$ cat config.mk
export PLATFORM = sky130hd
export DESIGN_NAME = fetch_sequencer
export DESIGN_NICKNAME = d
export VERILOG_FILES = /design/src/rtl/fetch_sequencer.sv
export SDC_FILE = /design/constraint.sdc
export NUM_CORES = 1
export LEC_CHECK = 0
export ABC_AREA = 1
export CORE_ASPECT_RATIO = 1.2
export CORE_MARGIN = 5
export CORE_UTILIZATION = 45
export CTS_BUF_LIST = sky130_fd_sc_hd__clkbuf_4 sky130_fd_sc_hd__clkbuf_8
export CTS_CLUSTER_SIZE = 16
export DETAILED_ROUTE_END_ITERATION = 10
export PLACE_DENSITY = 0.69
export RECOVER_POWER = 50
export SLEW_MARGIN = 20
export SYNTH_ARGS = -nofsm -noshare
export SYNTH_HDL_FRONTEND = slang
export SYNTH_SLANG_ARGS = --single-unit
$ cat constraint.sdc
create_clock -name clk -period 2.24 [get_ports clk]
set_input_delay 0.224 -clock clk [delete_from_list [all_inputs] [get_ports clk]]
set_output_delay 0.224 -clock clk [all_outputs]
set_load 0.01 [all_outputs]
$ cat src/rtl/fetch_sequencer.sv
// -----------------------------------------------------------------------------
// fetch_sequencer
//   Instruction-fetch controller between a word-addressed instruction memory
//   with a 1-cycle registered read and the decode stage.
//   Owns the PC, issues fetch addresses, absorbs the read latency and
//   delivers instructions over a valid/ready handshake. It also handles
//   start/halt control, branch/jump redirects and PC wrap-around.
//
// Ports
//   clk, rst_n        clock, asynchronous active-low reset
//   start             pulse: IDLE/HALTED -> RUN
//   halt_req          pulse: stop issuing, drain outstanding words, -> HALTED
//   redirect_valid    pulse: flush all fetches, continue at redirect_pc
//   redirect_pc       redirect target
//   imem_pc           memory address (registered)
//   imem_rdata        memory data, valid the cycle after the address
//   instr_valid       instr/instr_pc hold a valid instruction
//   instr_ready       decode accepts (fire = instr_valid & instr_ready)
//   instr, instr_pc   fetched instruction and its address
//   busy              state is RUN or DRAIN
//   halted            state is HALTED
//   addr_err          sticky out-of-range redirect flag
// -----------------------------------------------------------------------------
module fetch_sequencer #(
  parameter int unsigned ADDR_W    = 10,
  parameter int unsigned DATA_W    = 32,
  parameter int unsigned MEM_DEPTH = 1000,
  parameter int unsigned START_PC  = 0
) (
  input  logic              clk,
  input  logic              rst_n,
  input  logic              start,
  input  logic              halt_req,
  input  logic              redirect_valid,
  input  logic [ADDR_W-1:0] redirect_pc,
  output logic [ADDR_W-1:0] imem_pc,
  input  logic [DATA_W-1:0] imem_rdata,
  output logic              instr_valid,
  input  logic              instr_ready,
  output logic [DATA_W-1:0] instr,
  output logic [ADDR_W-1:0] instr_pc,
  output logic              busy,
  output logic              halted,
  output logic              addr_err
);

  localparam logic [ADDR_W-1:0] LAST_PC  = ADDR_W'(MEM_DEPTH - 1);
  localparam logic [ADDR_W-1:0] RESET_PC = ADDR_W'(START_PC);

  typedef enum logic [1:0] {
    ST_IDLE,
    ST_RUN,
    ST_DRAIN,
    ST_HALTED
  } state_e;

  state_e              state_q, state_d;

  logic [ADDR_W-1:0]   pc_q, pc_d;
  logic                inflight_q, inflight_d;
  logic [ADDR_W-1:0]   inflight_pc_q, inflight_pc_d;

  logic                out_valid_q, out_valid_d;
  logic [DATA_W-1:0]   out_data_q, out_data_d;
  logic [ADDR_W-1:0]   out_pc_q, out_pc_d;

  logic                skid_valid_q, skid_valid_d;
  logic [DATA_W-1:0]   skid_data_q, skid_data_d;
  logic [ADDR_W-1:0]   skid_pc_q, skid_pc_d;

  logic                addr_err_q, addr_err_d;

  logic                fire;
  logic [1:0]          occ;
  logic [1:0]          occ_after_fire;
  logic                redir_oor;
  logic                issue;
  logic [ADDR_W-1:0]   pc_inc;

  // Handshake / occupancy bookkeeping shared by the FSM and the datapath.
  always_comb begin
    fire           = out_valid_q & instr_ready;
    occ            = {1'b0, inflight_q} + {1'b0, out_valid_q} + {1'b0, skid_valid_q};
    occ_after_fire = occ - {1'b0, fire};
    redir_oor      = redirect_valid & (redirect_pc > LAST_PC);
    // halt_req stops issue in the very cycle it is seen; a redirect cycle
    // only loads the pc, so issue resumes on the following cycle.
    issue          = (state_q == ST_RUN) & ~halt_req & ~redirect_valid &
                     (occ_after_fire < 2'd2);
    pc_inc         = (pc_q == LAST_PC) ? '0 : pc_q + 1'b1;
  end

  // ---------------------------------------------------------------------------
  // State and datapath registers
  // ---------------------------------------------------------------------------
  always_ff @(posedge clk or negedge rst_n) begin
    if (!rst_n) begin
      state_q       <= ST_IDLE;
      pc_q          <= RESET_PC;
      inflight_q    <= 1'b0;
      inflight_pc_q <= '0;
      out_valid_q   <= 1'b0;
      out_data_q    <= '0;
      out_pc_q      <= '0;
      skid_valid_q  <= 1'b0;
      skid_data_q   <= '0;
      skid_pc_q     <= '0;
      addr_err_q    <= 1'b0;
    end else begin
      state_q       <= state_d;
      pc_q          <= pc_d;
      inflight_q    <= inflight_d;
      inflight_pc_q <= inflight_pc_d;
      out_valid_q   <= out_valid_d;
      out_data_q    <= out_data_d;
      out_pc_q      <= out_pc_d;
      skid_valid_q  <= skid_valid_d;
      skid_data_q   <= skid_data_d;
      skid_pc_q     <= skid_pc_d;
      addr_err_q    <= addr_err_d;
    end
  end

  // ---------------------------------------------------------------------------
  // Next-state logic
  // ---------------------------------------------------------------------------
  always_comb begin
    state_d = state_q;
    unique case (state_q)
      ST_IDLE:   if (start) state_d = ST_RUN;
      ST_RUN: begin
        if (halt_req) begin
          // A redirect in the same cycle flushes everything, so there is
          // nothing left to drain.
          state_d = redirect_valid ? ST_HALTED : ST_DRAIN;
        end
      end
      ST_DRAIN:  if (occ == 2'd0) state_d = ST_HALTED;
      ST_HALTED: if (start) state_d = ST_RUN;
      default:   state_d = ST_IDLE;
    endcase
    if (redir_oor) state_d = ST_HALTED;
  end

  // ---------------------------------------------------------------------------
  // Datapath next values: pc, in-flight tracking, output register, skid buffer
  // ---------------------------------------------------------------------------
  always_comb begin
    pc_d          = pc_q;
    inflight_d    = 1'b0;
    inflight_pc_d = inflight_pc_q;
    out_valid_d   = out_valid_q;
    out_data_d    = out_data_q;
    out_pc_d      = out_pc_q;
    skid_valid_d  = skid_valid_q;
    skid_data_d   = skid_data_q;
    skid_pc_d     = skid_pc_q;
    addr_err_d    = addr_err_q | redir_oor;

    if (redirect_valid) begin
      // Flush every stage; only an in-range target updates the pc.
      out_valid_d  = 1'b0;
      skid_valid_d = 1'b0;
      if (!redir_oor) pc_d = redirect_pc;
    end else begin
      if (issue) begin
        inflight_d    = 1'b1;
        inflight_pc_d = pc_q;
        pc_d          = pc_inc;
      end

      if (out_valid_q && !fire) begin
        // Output stalled: hold it, park a returning word in the skid buffer.
        if (inflight_q) begin
          skid_valid_d = 1'b1;
          skid_data_d  = imem_rdata;
          skid_pc_d    = inflight_pc_q;
        end
      end else if (skid_valid_q) begin
        // Output firing with a parked word: the older skid entry moves up
        // first, a word returning now takes its place in the skid buffer.
        out_valid_d = 1'b1;
        out_data_d  = skid_data_q;
        out_pc_d    = skid_pc_q;
        if (inflight_q) begin
          skid_valid_d = 1'b1;
          skid_data_d  = imem_rdata;
          skid_pc_d    = inflight_pc_q;
        end else begin
          skid_valid_d = 1'b0;
        end
      end else if (inflight_q) begin
        out_valid_d = 1'b1;
        out_data_d  = imem_rdata;
        out_pc_d    = inflight_pc_q;
      end else begin
        out_valid_d = 1'b0;
      end
    end
  end

  // ---------------------------------------------------------------------------
  // Outputs
  // ---------------------------------------------------------------------------
  always_comb begin
    imem_pc     = pc_q;
    instr_valid = out_valid_q;
    instr       = out_data_q;
    instr_pc    = out_pc_q;
    busy        = (state_q == ST_RUN) || (state_q == ST_DRAIN);
    halted      = (state_q == ST_HALTED);
    addr_err    = addr_err_q;
  end

endmodule

# Yosys cells after proc, flatten, opt, wreduce, memory -nomap -nowiden
# Index checks and enable logic that the tools add are counted.
[totals]
reg_bits = 110
out_inout_bits = 56
wordCells = 80
[op_classes]
n_addsub = 4
n_lt_le_gt_ge = 2
eq_ne = 10
muxes = 30
n_bitwise = 9
reduce_logical = 14
[ops]
columns = ["operator", "n"]
rows = [
  ["32-bit 2-to-1 mux", 5],
  ["10-bit 2-to-1 mux", 9],
  ["1-bit 2-to-1 mux", 11],
  ["10-bit by 1-bit adder with 10-bit output (second input constant)", 1],
  ["10-bit == test (second input constant)", 1],
  ["10-bit greater-than comparator (second input constant)", 1],
  ["3-bit inequality test (second input constant)", 3],
  ["2-bit 2-to-1 mux", 4],
  ["2-bit case mux with 3 select lines", 1],
  ["2-bit AND reduction", 3],
  ["3-bit AND reduction", 2],
  ["2-bit nonzero test", 3],
  ["1-bit AND", 5],
  ["2-bit == test (second input constant)", 2],
  ["2-bit zero test", 2],
  ["2-bit inequality test (second input constant)", 2],
  ["3-bit by 1-bit inequality test with 1-bit output (second input constant)", 1],
  ["1-bit inverter", 3],
  ["1-bit by 1-bit adder with 2-bit output", 1],
  ["2-bit by 1-bit adder with 2-bit output", 1],
  ["2-bit by 1-bit == test with 1-bit output (second input constant)", 1],
  ["2-bit less-than comparator (second input constant)", 1],
  ["2-bit OR reduction", 1],
  ["2-bit by 1-bit subtractor with 2-bit output", 1],
  ["other kinds (4)", 4],
]

# Logic depth before layout (Yosys ltp)
[logic_depth]
ltp_word = 7
depth_mapped = 11

# Worst setup path before layout
# No wires, ideal clock.
[synth_path]
path_kind = "register to register"
startpoint = "register skid_valid_q"
endpoint = "register pc_q[9] (netlist: imem_pc[9])"
arrival_ns = 1.900
t_required_ns = 2.115
path_slack_ns = 0.215
stages_incl_launch_ff = 12
n_path_buf = 3
period_less_slack_ns = 2.025
path_cell_list = "dfrtp_1 > inv_1 > buf_2 > buf_2 > fa_1 > nand3_1 > nand2_1 > nand3_4 > nand2_4 > buf_6 > nor2_1 > a21oi_2"
[synth_via]
elab_chain_len = 6
[synth_lines]
columns = ["element", "line_no", "source"]
rows = [
  ["from (decl)", "67", "logic skid_valid_q, skid_valid_d;"],
  ["from (signal assigned)", "117", "skid_valid_q <= skid_valid_d;"],
  ["2-bit by 1-bit adder with 2-bit output", "83", "occ = {1'b0, inflight_q} + {1'b0, out_valid_q} + {1'b0, skid_valid_q};"],
  ["2-bit by 1-bit subtractor with 2-bit output", "84", "occ_after_fire = occ - {1'b0, fire};"],
  ["2-bit less-than comparator", "89", "(occ_after_fire < 2'd2);"],
  ["1-bit AND", "88", "issue = (state_q == ST_RUN) & ~halt_req & ~redirect_valid &"],
  ["2-bit nonzero test (no line)", "n/a", ""],
  ["2-bit AND reduction (no line)", "n/a", ""],
  ["to (signal assigned)", "111", "pc_q <= pc_d;"],
  ["to (decl)", "59", "logic [ADDR_W-1:0] pc_q, pc_d;"],
]
# Every way passes these cells.
# A chain may end at the register's enable or synchronous reset.

# Worst setup path after layout
[layout_path]
startpoint = "register inflight_q"
endpoint = "register pc_q[2] (netlist: imem_pc[2])"
[layout_via]
elab_chain_len = 7
[layout_lines]
columns = ["element", "line_no", "source"]
rows = [
  ["from (decl)", "60", "logic inflight_q, inflight_d;"],
  ["from (signal assigned)", "112", "inflight_q <= inflight_d;"],
  ["1-bit by 1-bit adder with 2-bit output", "83", ""],
  ["2-bit by 1-bit adder with 2-bit output", "83", ""],
  ["2-bit by 1-bit subtractor with 2-bit output", "84", ""],
  ["2-bit less-than comparator", "89", ""],
  ["1-bit AND", "88", ""],
  ["2-bit nonzero test (no line)", "n/a", ""],
  ["2-bit AND reduction (no line)", "n/a", ""],
]
# Every way passes these cells.

==> results.toml <==
[layout]
drive_gt1_frac = 0.0633
final_cell_area_um2 = 6440
areaGrowthSynthToFinish_pct = 24.8
fin_nets = 763
antenna_cells = 0
final_util = 0.578
layout.cells.non_filler = 865

[clock_network]
insertion_delay_ns = 0.37
clockBufferDepth = 2
cts_tree = "built"
ctsHtreeMaxLevel = 3
cts_buffers = 9
holdBufCountCts = 1
cts_setup_buffers = 0
clk_root_buffer_cell = "clkbuf_8"
cts.sink_count = 110
path_clk_slew_ns = 0.09
cts_resized = 0

[drt]
route.detailed.drc = 0
wl_per_cell_um = 12.0
drt_wl_total_um = 10400
vias = 4041
drt_iter0_drc = 187
ant_nets = 0
post_drt_via_cell_ratio = 4.67
first_pass_iters = 4

[worst_setup_path]
path_buf_inv = 2
r2r_start = "inflight_q$_DFF_PN0_"
cp_top_family = "simple AND/OR/NAND/NOR gates"
crit_type = "flop to flop"
crit_slowest_cell = "fa_1"
worstPathRequired_ns = 2.49
cp_cell_sequence = "inv_1, fa_1, nand3_1, nand2_1, nand3_4, nand2_4, inv_1, nand2_1, o21ai_1"
cp-end-kind = "flop"
critPathMaxFanout = 15
critPathLaunch = "inflight_q$_DFF_PN0_"
regToRegEndpoint = "imem_pc[2]$_DFFE_PN0P_"
crit_arrival_ns = 2.27
rr_worst_depth = 9
max_stage_delay_ns = 0.56
critPathLaunchType = "flop"
reg2reg_slack_ns = 0.22

[floorplanning]
initial_core_util = 0.463
dieArea_um2 = 13700
io_pins = 104
dieHeight_um = 127
rows = 42
die_x_um = 108
fp.coreArea_um2 = 11100

[global_route]
grt_pass1_wl_um = 17700
grt_max_degree = 86
overflow = 0
grt_pass1_vias = 3970
antenna_found_initial = 0
grt_usage = 0.157

[power_and_ir_drop]
leakage_nw = 3.18
irDropWorstVdd_uv = 461
power_density_nw_per_um2 = 1010

[synth]
synthCells = 616
synth_area_um2 = 5160
ys_warn_count = 0
ys_ff_latch = 110
synth_nets = 671
avgSynthCellArea_um2 = 8.37
yosysUniqueCellTypes = 28
seq_area_frac_synth = 0.534

[min_path]
hp-start = "imem_rdata[8]"
min_path_cells = 3
min_path_type = "primary input to flop"
holdPathEnd = "skid_data_q[8]$_DFFE_PN0P_"

[sta]
fmax_mhz = 496
maxSlewViolCount = 0
setup-violations-final = 0
worst_pin_slew_ns = 1.03
min_period_ns = 2.02
fin_skew_ns = 0.00854
hold_viol = 0
finalSetupTns_ns = 0
rsz0062_at_grt = "no"
max-slew-margin-rel = 0.316
fin_crit_sh = 0.900

[place]
hpwl_um = 7600
gp_congestion = 0.831
post-place-cells = 850
io_buffers = 103
place_area_um2 = 6260

[flow_run]
maxCapViolations = 0

[status]
outcome = "completed"
through the flow:
step                      setup slack (ns)  total power, mW  hold slack (ns)
after floorplan                      0.215             4.06          -0.0716
after global placement               0.278             5.25            0.254
after detailed placement             0.220             5.33            0.255
after CTS                            0.205             6.62            0.392
after global routing                0.0364             6.98            0.446
final                                0.223             6.50            0.443
cell families (layout without fill, tap and decap cells):
group           after synthesis  count (layout)  synth area share
fa+ha+maj                     7               7            0.0184
flops                       110             110             0.534
xor+xnor                      1               1           0.00170
compound gates              154             154             0.160
buf+inv                     100             195            0.0941
simple gates                244             244             0.192
area by class of cell:
class                      instances  area, µm²
clock inverter                     4       72.6
inverter                          68        255
tap                              154        193
fill                            1070       4700
multi-input combinational        406       1920
timing repair buffer             113       1100
clock buffer                      10        138
sequential                       110       2750
registers in the layout (all words and copies together) (netlist names):
name / cells
skid_pc_q: 10
state_q: 2
instr_pc: 10
inflight_pc_q: 10
instr: 32
skid_valid_q: 1
instr_valid: 1
skid_data_q: 32
imem_pc: 10
addr_err: 1
inflight_q: 1
tightest hold or removal path, cell delays in order:
cell and delay [ns]:
clkdlybuf4s50_1 0.39, inv_1 0.07, o21ai_0 0.08
metal layers:
| layer | share of wire | GRT usage | vias up |
|---|---|---|---|
| li1 | - | - | 2138 |
| met1 | 0.46 | 0.196 | 1800 |
| met2 | 0.48 | 0.265 | 94 |
| met3 | 0.052 | 0.0267 | 9 |
| met4 | 0.011 | 0.0713 | 0 |
| met5 | 0 | 0 | - |
cells in the final DEF, fill, tap and decap left out, drive strengths merged, types with 3 or more instances in the layout:
cell type      instances
a21oi                  3
buf                    4
clkbuf                16
clkdlybuf4s50        101
dfrtp                110
ha                     6
inv                   68
nand2                200
nand3                 14
nand4                  4
nor2                  26
o21ai                147
worst max-delay path by stage:
| stage | slack [ns] | depth (start not counted) | endpoint |
|---|---|---|---|
| after floorplan | 0.22 | 11 | imem_pc[9]$_DFFE_PN0P_ |
| after global placement | 0.28 | 9 | imem_pc[6]$_DFFE_PN0P_ |
| after detailed placement | 0.22 | 9 | imem_pc[2]$_DFFE_PN0P_ |
| after CTS | 0.20 | 9 | imem_pc[2]$_DFFE_PN0P_ |
| after global routing | 0.04 | 8 | instr[20]$_DFFE_PN0P_ |
| final | 0.22 | 9 | imem_pc[2]$_DFFE_PN0P_ |
synth_stat cells:
cell type  instances  area share
nand2_2            1      0.0012
nand3_1           13       0.013
o211ai_1           1      0.0015
o21ai_1            9      0.0087
buf_2              9      0.0087
nand2_4            1      0.0022
a21oi_2            1      0.0017
fa_1               1      0.0039
dfrtp_1          110        0.53
buf_4              4      0.0058
o211ai_2           1      0.0024
nand3_4            1      0.0034
xor2_1             1      0.0017
buf_6             11       0.024
clkbuf_1           7      0.0051
o21ai_0          128        0.12
o21ai_2           10       0.017
nand4_1            4      0.0049
clkbuf_2           1     0.00097
a21boi_0           1      0.0015
inv_2              5      0.0036
inv_1             63       0.046
nor2_1            23       0.017
o21bai_1           1      0.0015
nand2_1          198        0.14
nor2_4             3      0.0065
ha_1               6       0.015
a21oi_1            2      0.0019
power by group:
part | total, mW | internal (mW) | switching (mW)
logic | 2.29 | 1.22 | 1.06
clock network | 1.27 | 0.646 | 0.621
registers | 2.95 | 2.57 | 0.383
total | 6.50 | 4.44 | 2.07
(Power assumes the default switching activity.)
